<file path="src/rtl/pc_flow_if.sv">
// rtl/pc_flow_if.sv - decoder, program counter and stack memory signals of the flow controller
interface pc_flow_if #(
    parameter int DATA_WIDTH = 8,
    parameter int ADDR_WIDTH = 16
) ();
    // decoder request
    logic                  start;
    logic [1:0]            op;
    logic [ADDR_WIDTH-1:0] target_addr;
    logic [ADDR_WIDTH-1:0] pc_value;
    // program counter byte loads
    logic                  pc_load_high;
    logic                  pc_load_low;
    logic [DATA_WIDTH-1:0] pc_data;
    // stack memory handshake
    logic [ADDR_WIDTH-1:0] mem_addr;
    logic [DATA_WIDTH-1:0] mem_wdata;
    logic [DATA_WIDTH-1:0] mem_rdata;
    logic                  mem_we;
    logic                  mem_re;
    logic                  mem_ready;
    // status
    logic                  busy;
    logic                  done;
    logic                  stack_fault;
    logic [DATA_WIDTH-1:0] sp_out;

    modport master (
        input  start, op, target_addr, pc_value, mem_rdata, mem_ready,
        output pc_load_high, pc_load_low, pc_data, mem_addr, mem_wdata,
               mem_we, mem_re, busy, done, stack_fault, sp_out
    );

    modport slave (
        output start, op, target_addr, pc_value, mem_rdata, mem_ready,
        input  pc_load_high, pc_load_low, pc_data, mem_addr, mem_wdata,
               mem_we, mem_re, busy, done, stack_fault, sp_out
    );
endinterface

</file>
<file path="src/rtl/pc_flow_controller.sv">
// rtl/pc_flow_controller.sv - JMP/CALL/RET sequencer driving PC byte loads and the hardware stack
module pc_flow_controller #(
    parameter int                        DATA_WIDTH = 8,
    parameter int                        ADDR_WIDTH = 16,
    parameter logic [DATA_WIDTH-1:0]     STACK_PAGE = 8'h01,
    parameter logic [DATA_WIDTH-1:0]     SP_RESET   = 8'hFF
) (
    input  logic    clk,
    input  logic    reset,
    pc_flow_if.master bus
);
    localparam logic [1:0] OP_JMP  = 2'b00;
    localparam logic [1:0] OP_CALL = 2'b01;
    localparam logic [1:0] OP_RET  = 2'b10;

    // A CALL needs two free slots, a RET needs two stacked bytes.
    localparam logic [DATA_WIDTH-1:0] CALL_MIN_SP = DATA_WIDTH'(2);
    localparam logic [DATA_WIDTH-1:0] RET_MAX_SP  = SP_RESET - DATA_WIDTH'(2);

    typedef enum logic [2:0] {
        IDLE,
        PUSH_HI,
        PUSH_LO,
        POP_LO,
        POP_HI,
        LOAD_HI,
        LOAD_LO,
        DONE
    } state_t;

    state_t                state_q, state_d;
    logic [DATA_WIDTH-1:0] sp_q, sp_d;
    logic [ADDR_WIDTH-1:0] dest_q, dest_d;
    logic [ADDR_WIDTH-1:0] ret_q, ret_d;
    logic                  fault_q, fault_d;

    logic [DATA_WIDTH-1:0] sp_inc;
    logic [DATA_WIDTH-1:0] sp_dec;

    assign sp_inc = sp_q + DATA_WIDTH'(1);
    assign sp_dec = sp_q - DATA_WIDTH'(1);

    always_ff @(posedge clk) begin
        if (reset) begin
            state_q <= IDLE;
            sp_q    <= SP_RESET;
            dest_q  <= '0;
            ret_q   <= '0;
            fault_q <= 1'b0;
        end else begin
            state_q <= state_d;
            sp_q    <= sp_d;
            dest_q  <= dest_d;
            ret_q   <= ret_d;
            fault_q <= fault_d;
        end
    end

    always_comb begin
        state_d = state_q;
        sp_d    = sp_q;
        dest_d  = dest_q;
        ret_d   = ret_q;
        fault_d = fault_q;
        case (state_q)
            IDLE: begin
                if (bus.start) begin
                    dest_d  = bus.target_addr;
                    ret_d   = bus.pc_value;
                    fault_d = 1'b0;
                    case (bus.op)
                        OP_JMP:  state_d = LOAD_HI;
                        OP_CALL: begin
                            if (sp_q < CALL_MIN_SP) begin
                                fault_d = 1'b1;
                                state_d = DONE;
                            end else begin
                                state_d = PUSH_HI;
                            end
                        end
                        OP_RET: begin
                            if (sp_q > RET_MAX_SP) begin
                                fault_d = 1'b1;
                                state_d = DONE;
                            end else begin
                                state_d = POP_LO;
                            end
                        end
                        default: state_d = DONE;
                    endcase
                end
            end
            PUSH_HI: begin
                if (bus.mem_ready) begin
                    sp_d    = sp_dec;
                    state_d = PUSH_LO;
                end
            end
            PUSH_LO: begin
                if (bus.mem_ready) begin
                    sp_d    = sp_dec;
                    state_d = LOAD_HI;
                end
            end
            POP_LO: begin
                if (bus.mem_ready) begin
                    dest_d[DATA_WIDTH-1:0] = bus.mem_rdata;
                    sp_d    = sp_inc;
                    state_d = POP_HI;
                end
            end
            POP_HI: begin
                if (bus.mem_ready) begin
                    dest_d[ADDR_WIDTH-1:DATA_WIDTH] = bus.mem_rdata;
                    sp_d    = sp_inc;
                    state_d = LOAD_HI;
                end
            end
            LOAD_HI: state_d = LOAD_LO;
            LOAD_LO: state_d = DONE;
            DONE: begin
                fault_d = 1'b0;
                state_d = IDLE;
            end
            default: state_d = IDLE;
        endcase
    end

    // Outputs depend on state only, so they stay stable while memory waits.
    always_comb begin
        bus.pc_load_high = 1'b0;
        bus.pc_load_low  = 1'b0;
        bus.pc_data      = '0;
        bus.mem_addr     = '0;
        bus.mem_wdata    = '0;
        bus.mem_we       = 1'b0;
        bus.mem_re       = 1'b0;
        bus.done         = 1'b0;
        bus.stack_fault  = 1'b0;
        case (state_q)
            PUSH_HI: begin
                bus.mem_we    = 1'b1;
                bus.mem_addr  = {STACK_PAGE, sp_q};
                bus.mem_wdata = ret_q[ADDR_WIDTH-1:DATA_WIDTH];
            end
            PUSH_LO: begin
                bus.mem_we    = 1'b1;
                bus.mem_addr  = {STACK_PAGE, sp_q};
                bus.mem_wdata = ret_q[DATA_WIDTH-1:0];
            end
            POP_LO, POP_HI: begin
                bus.mem_re   = 1'b1;
                bus.mem_addr = {STACK_PAGE, sp_inc};
            end
            LOAD_HI: begin
                bus.pc_load_high = 1'b1;
                bus.pc_data      = dest_q[ADDR_WIDTH-1:DATA_WIDTH];
            end
            LOAD_LO: begin
                bus.pc_load_low = 1'b1;
                bus.pc_data     = dest_q[DATA_WIDTH-1:0];
            end
            DONE: begin
                bus.done        = 1'b1;
                bus.stack_fault = fault_q;
            end
            default: ;
        endcase
    end

    assign bus.busy   = (state_q != IDLE);
    assign bus.sp_out = sp_q;

endmodule
</file>
<file path="src/flat_wrapper.sv">
// flat-port wrapper written by rule: the top's interface ports become plain ports
module pc_flow_controller_flat 
#(
    parameter int                        DATA_WIDTH = 8,
    parameter int                        ADDR_WIDTH = 16,
    parameter logic [DATA_WIDTH-1:0]     STACK_PAGE = 8'h01,
    parameter logic [DATA_WIDTH-1:0]     SP_RESET   = 8'hFF
)
  (clk, reset, bus_start, bus_op, bus_target_addr, bus_pc_value, bus_mem_rdata, bus_mem_ready, bus_pc_load_high, bus_pc_load_low, bus_pc_data, bus_mem_addr, bus_mem_wdata, bus_mem_we, bus_mem_re, bus_busy, bus_done, bus_stack_fault, bus_sp_out);
  pc_flow_if #(.DATA_WIDTH(DATA_WIDTH), .ADDR_WIDTH(ADDR_WIDTH)) bus_i ();
  input  logic clk;
  input  logic reset;
  input wire logic [$bits(bus_i.start)-1:0] bus_start;
  input wire logic [$bits(bus_i.op)-1:0] bus_op;
  input wire logic [$bits(bus_i.target_addr)-1:0] bus_target_addr;
  input wire logic [$bits(bus_i.pc_value)-1:0] bus_pc_value;
  input wire logic [$bits(bus_i.mem_rdata)-1:0] bus_mem_rdata;
  input wire logic [$bits(bus_i.mem_ready)-1:0] bus_mem_ready;
  output wire logic [$bits(bus_i.pc_load_high)-1:0] bus_pc_load_high;
  output wire logic [$bits(bus_i.pc_load_low)-1:0] bus_pc_load_low;
  output wire logic [$bits(bus_i.pc_data)-1:0] bus_pc_data;
  output wire logic [$bits(bus_i.mem_addr)-1:0] bus_mem_addr;
  output wire logic [$bits(bus_i.mem_wdata)-1:0] bus_mem_wdata;
  output wire logic [$bits(bus_i.mem_we)-1:0] bus_mem_we;
  output wire logic [$bits(bus_i.mem_re)-1:0] bus_mem_re;
  output wire logic [$bits(bus_i.busy)-1:0] bus_busy;
  output wire logic [$bits(bus_i.done)-1:0] bus_done;
  output wire logic [$bits(bus_i.stack_fault)-1:0] bus_stack_fault;
  output wire logic [$bits(bus_i.sp_out)-1:0] bus_sp_out;
  assign bus_i.start = bus_start;
  assign bus_i.op = bus_op;
  assign bus_i.target_addr = bus_target_addr;
  assign bus_i.pc_value = bus_pc_value;
  assign bus_i.mem_rdata = bus_mem_rdata;
  assign bus_i.mem_ready = bus_mem_ready;
  assign bus_pc_load_high = bus_i.pc_load_high;
  assign bus_pc_load_low = bus_i.pc_load_low;
  assign bus_pc_data = bus_i.pc_data;
  assign bus_mem_addr = bus_i.mem_addr;
  assign bus_mem_wdata = bus_i.mem_wdata;
  assign bus_mem_we = bus_i.mem_we;
  assign bus_mem_re = bus_i.mem_re;
  assign bus_busy = bus_i.busy;
  assign bus_done = bus_i.done;
  assign bus_stack_fault = bus_i.stack_fault;
  assign bus_sp_out = bus_i.sp_out;
  pc_flow_controller #(.DATA_WIDTH(DATA_WIDTH), .ADDR_WIDTH(ADDR_WIDTH), .STACK_PAGE(STACK_PAGE), .SP_RESET(SP_RESET)) u_core (.clk(clk), .reset(reset), .bus(bus_i));
endmodule
</file>
<file path="config.mk">
export PLATFORM = sky130hd
export DESIGN_NAME = pc_flow_controller_flat
export DESIGN_NICKNAME = d
export VERILOG_FILES = /design/src/rtl/pc_flow_if.sv /design/src/rtl/pc_flow_controller.sv /design/src/flat_wrapper.sv
export SDC_FILE = /design/constraint.sdc
export NUM_CORES = 1
export LEC_CHECK = 0
export ABC_AREA = 1
export CAP_MARGIN = 20
export CORE_UTILIZATION = 41
export CTS_CLUSTER_SIZE = 28
export DETAILED_ROUTE_END_ITERATION = 10
export HOLD_SLACK_MARGIN = 0.06
export PLACE_DENSITY = 0.78
export SETUP_SLACK_MARGIN = 0.15
export SYNTH_ARGS = -nofsm -noshare
export SYNTH_HDL_FRONTEND = slang
export SYNTH_SLANG_ARGS = --single-unit
</file>
<file path="constraint.sdc">
create_clock -name clk -period 1.22 [get_ports clk]
set_input_delay 0.183 -clock clk [delete_from_list [all_inputs] [get_ports clk]]
set_output_delay 0.183 -clock clk [all_outputs]
set_load 0.01 [all_outputs]
</file>
; Yosys cells after proc, flatten, opt, wreduce, memory -nomap -nowiden
; Index checks and enable logic that the tools add are counted.
[totals]
reg_bits = 44
latchBits = 0
ram_bits = 0
romBits = 0
inputBits = 46
out_inout_bits = 47
elab_cells = 71
mem_count = 0
[op_classes]
add_sub_neg = 2
mul = 0
div_mod_pow = 0
order_cmp = 2
n_eq_ne = 16
shifts = 0
muxes = 29
bitwise_logic = 0
n_reduce_logical = 16
[ops]
columns = cell, n
row1 = $pmux 8 s2, 5
row2 = $mux 8, 3
row3 = $pmux 3 s7, 1
row4 = $mux 3, 6
row5 = $pmux 9 s2, 1
row6 = $mux 16, 1
row7 = $eq 3x3->1 const B, 4
row8 = $mux 1, 9
row9 = $pmux 3 s3, 1
row10 = $reduce_and 3->1, 3
row11 = $add 8x1->8 const B, 1
row12 = $gt 8x8->1 const B, 1
row13 = $lt 8x2->1 const B, 1
row14 = $ne 2x2->1 const B, 4
row15 = $reduce_bool 2->1, 4
row16 = $sub 8x1->8 const B, 1
row17 = $eq 3x2->1 const B, 2
row18 = $ne 2x1->1 const B, 3
row19 = $reduce_or 2->1, 3
row20 = $pmux 1 s2, 2
row21 = $reduce_and 2->1, 2
row22 = $reduce_and 4->1, 1
row23 = $eq 3x1->1 const B, 1
row24 = $logic_not 3->1, 1
row25 = other kinds (4), 4

; Depth between registers and ports, before layout
; Gate-level depths: netlist (run 1).
[logic_depth]
word_depth = 5
mapped_depth = 11
ltp_nobuf = 11

; Worst setup path before layout (run 1)
; Ideal clock, no wire load.
[synth_path]
path_kind = flip-flop to output port
from = reg u_core.sp_q[0] (netlist: u_core.bus.sp_out[0])
to = out bus_mem_addr[6]
arrival_time_ns = 1.272
required_time_ns = 1.037
setup_slack_ns = -0.235
path_stages_with_launch = 8
path_buffers = 0
path_cell_list = dfxtp_1 > ha_1 > inv_1 > nor2_1 > inv_1 > o21ai_0 > nand2_1 > o21ai_0
[synth_via]
elab_chain_len = 2
[synth_rtl]
columns = element, line_no
row1 = start: declaration, pc_flow_controller.sv:32  ; logic [DATA_WIDTH-1:0] sp_q, sp_d;
row2 = start signal: assignment, pc_flow_controller.sv:52  ; sp_q <= sp_d;
row3 = $add 8x1->8, pc_flow_controller.sv:40  ; assign sp_inc = sp_q + DATA_WIDTH'(1);
row4 = $pmux 9 s2, pc_flow_controller.sv:140  ; case (state_q)
row5 = end: declaration, flat_wrapper.sv:22  ; output wire logic [$bits(bus_i.mem_addr)-1:0] bus_mem_addr;
; No other way between the ends.

; Worst setup path after layout (run 1)
[layout_path]
from = reg u_core.state_q[2]
to = out bus_mem_addr[6]
[layout_via]
elab_chain_len = 3
elab_cells_between_ends = 7
classes_between = 4 x eq/ne / 1 x mux / 2 x reduce/logical
[layout_rtl]
columns = element, line_no
row1 = start: declaration, pc_flow_controller.sv:31  ; state_t state_q, state_d;
row2 = start signal: assignment, pc_flow_controller.sv:51  ; state_q <= state_d;
row3 = $eq 3x2->1 (tied with other cells), pc_flow_controller.sv:140
row4 = $reduce_or 2->1 (no source line), --
row5 = $pmux 9 s2 *, pc_flow_controller.sv:140
; Mark *: on every way between the ends. The rest lies on a longest branch, timed or not.

==> results.json, run 1 <==
{
  "finalNonFillerCells": 682,
  "clk_latency_ps": 310,
  "cts.sinks": 44,
  "p_per_area_nw_per_um2": 2492,
  "core-area_um2": 6386,
  "totalWireLength_um": 11640,
  "diodes": 0,
  "setup.worst_path.class": "register to output pin",
  "p_comb_share_pct": 71.9,
  "die_area_um2": 6986,
  "htree_num_levels": 2,
  "grt_pass1_wl_um": 17390,
  "netSwitchingFraction_pct": 44.68,
  "synth_area_um2": 2729,
  "drt-initial-drc-count": 149,
  "power.net_switching_uw": 5901,
  "yosys_warnings": 0,
  "viasPerCell": 5.387,
  "ys_ff_latch": 44,
  "hp-class": "register to register",
  "path_cells": "inv_8, nand2_4, nand2_4, buf_6, a21oi_2, nand2_1, o21ai_2, buf_2",
  "fmax_ghz": 0.5837,
  "grt_pass1_vias": 3698,
  "antenna_left": 0,
  "yosysTopAreaCellShare_pct": 32.28,
  "path_buf_inv": 3,
  "grtUsageTotal_pct": 31.25,
  "setup_viol_count_final": 76,
  "rows": 29,
  "first_pass_iters": 5,
  "initial_core_util_pct": 42.73,
  "clock_path_buffers": 2,
  "io_buffers": 85,
  "finalCriticalPeriod_ps": 1713,
  "yosysUniqueCellTypes": 31,
  "pin_count": 93,
  "leakagePower_uw": 0.002508,
  "gp_congestion": 0.9075,
  "cts-root-buf": "clkbuf_8",
  "synth_edf_count": 0,
  "overflow": 0,
  "cap_violations": 0,
  "fp.dieH_um": 83.58,
  "cts_tree": "yes",
  "violations": "negative setup slack",
  "slowest_delay_ps": 450,
  "cts_made_buffers": 5,
  "skew_ps": 12.64,
  "syn_to_final_growth_pct": 94.18,
  "place_ws_ps": -644.8,
  "path_delay_family": "flip-flops",
  "clock_power_share_pct": 9.1,
  "netlist_top_cells_count": "74 x nand2_1, 62 x o21ai_0, 58 x nor2_1",
  "drc": 0,
  "worstSetupEndpointType": "output pin",
  "wl_per_cell_um": 17.07,
  "min_period_over_period_pct": 140.4,
  "hold_viol": 0,
  "worstPathRequired_ps": 1040,
  "whs_ps": 481.3,
  "drv_slew": 0,
  "syn_area_per_cell_um2": 6.640,
  "dp_hpwl_um": 6040,
  "start_kind": "register",
  "netlist_instances": 411,
  "setup_slack_ps": -493.1,
  "clk_pin_slew_ps": 100,
  "placedCellCount": 624,
  "vias": 3674,
  "synth_area_leaders": "dfxtp_1 32%, o21ai_0 11%, nand2_1 10%, nor2_1 8.0%, inv_1 7.4%",
  "intPower_uw": 7306,
  "status": "complete, but fails checks",
  "path_max_fanout": 7,
  "cpMaxStageDelayCell": "dfxtp_4",
  "crit_top_cell": "nand2_4",
  "drive_gt1_share_pct": 48.43,
  "synth_most_common_cell": "nand2_1",
  "antenna_found_initial": 0,
  "synth_ff_type": "dfxtp_1",
  "cp.arrival_ps": 1530,
  "yosysSeqAreaShare_pct": 32.28,
  "synth_top_cell_by_area": "dfxtp_1",
  "p_seq_share_pct": 19.0,
  "peakVddDrop_mv": 2.036,
  "final_util_pct": 82.97,
  "grt_setup_unrepaired": "yes",
  "async_flop_share_pct": 0,
  "grt_max_degree": 38,
  "die_x_um": 83.58,
  "fin_nets": 657
}
## repair_timing
action	CTS	global route
endpoints found under the setup margin	84	84
hold buffers	0	0
gates resized for setup	359	28
cloned	6	0
pin swaps	46	11
setup buffers	36	8
## metal layers
layer,GRT usage [%],up-vias,part of all wire (%),wire (um)
met1,33.62,1729,39,4494
li1,-,1709,-,-
met2,56.84,177,50,5877
met4,19.26,0,5.5,646
met5,0,-,0,0
met3,4.946,59,5.4,625
## cell families after synthesis
group | count (synthesis) | synth area share, %
AO/OA/AOI/OAI | 106 | 21.64
AND/OR/NAND/NOR | 173 | 29.21
adder cells (fa/ha/maj) | 7 | 3.209
buffers and inverters | 79 | 13.20
other | 1 | 0.1374
XOR/XNOR | 1 | 0.3210
flip-flops | 44 | 32.28
## worst register-to-register path: stages (launching register included)
cell	delay, ps
dfxtp_4	410
inv_8	120
buf_6	110
nand2_4	50
nor2_4	110
buf_6	140
nand2_8	120
buf_12	170
buf_6	110
nand2_2	60
nand3_2	70
nor2_1	110
## cell type report
cell class                 instances  area [um2]
tap                               77       96.34
timing repair buffer             196        1899
clock inverter                     3       46.29
fill                             375        1087
timing repair inverter             1       8.758
multi-input combinational        295        2001
clock buffer                       5       68.82
sequential                        44       909.6
inverter                          61       269.0
## final timing paths
kind	end	slack (ps)	cells after the start	startpoint
hold / removal	u_core.ret_q[15]	480	2	u_core.ret_q[15]
hold reg to reg	u_core.ret_q[15]	480	2	u_core.ret_q[15]
setup reg to reg	u_core.fault_q	-420	11	u_core.state_q[2]
setup / recovery	bus_mem_addr[6]	-490	8	u_core.state_q[2]
## power groups by stage
stage / sequential [uW] / clock [uW] / combinational [uW]
2_1_floorplan: 2340 / 0 / 3340
3_3_place_gp: 2330 / 0 / 6280
3_5_place_dp: 2340 / 0 / 6430
4_1_cts: 2440 / 1170 / 8660
5_1_grt: 2550 / 1240 / 10100
6_report: 2510 / 1200 / 9500
## flip-flops by register name (all words and copies together) (netlist names)
register and flops:
u_core.ret_q 16, u_core.state_q 3, u_core.bus.sp_out 8, u_core.dest_q 16, u_core.fault_q 1
## through the flow
| step | cell area, um2 | total power [uW] | setup TNS, ps |
|---|---|---|---|
| floorplan | 2835 | 5679 | -436.8 |
| global placement | 4163 | 8605 | -25640 |
| detailed placement | 4163 | 8765 | -27810 |
| CTS | 5124 | 12270 | -22080 |
| global route | 5299 | 13890 | -30340 |
| finish | 5299 | 13210 | -27300 |
## cells in the final DEF, fill, tap and decap left out, drive strengths merged
| cell type | n |
|---|---|
| nand2 | 85 |
| xor2 | 1 |
| buf | 151 |
| dfxtp | 44 |
| clkinv | 2 |
| nand4 | 2 |
| nor2 | 61 |
| inv | 61 |
| nand3 | 26 |
| conb | 7 |
| o22ai | 9 |
| bufinv | 1 |
| clkinvlp | 1 |
| clkdlybuf4s50 | 45 |
| clkbuf | 5 |
| a21oi | 25 |
| a22o | 8 |
| ha | 7 |
| o21ai | 64 |
Note: power is estimated with default switching activity, not from simulation.
==> run 2: changes to the inputs <==
--- a/config.mk
+++ b/config.mk
@@ -6,7 +6,6 @@
 export NUM_CORES = 1
 export LEC_CHECK = 0
 export ABC_AREA = 1
-export CAP_MARGIN = 20
 export CORE_UTILIZATION = 41
 export CTS_CLUSTER_SIZE = 28
 export DETAILED_ROUTE_END_ITERATION = 10
==> results of run 2 <==
Same layout as run 1: the final DEF is identical, and so are final timing and power.
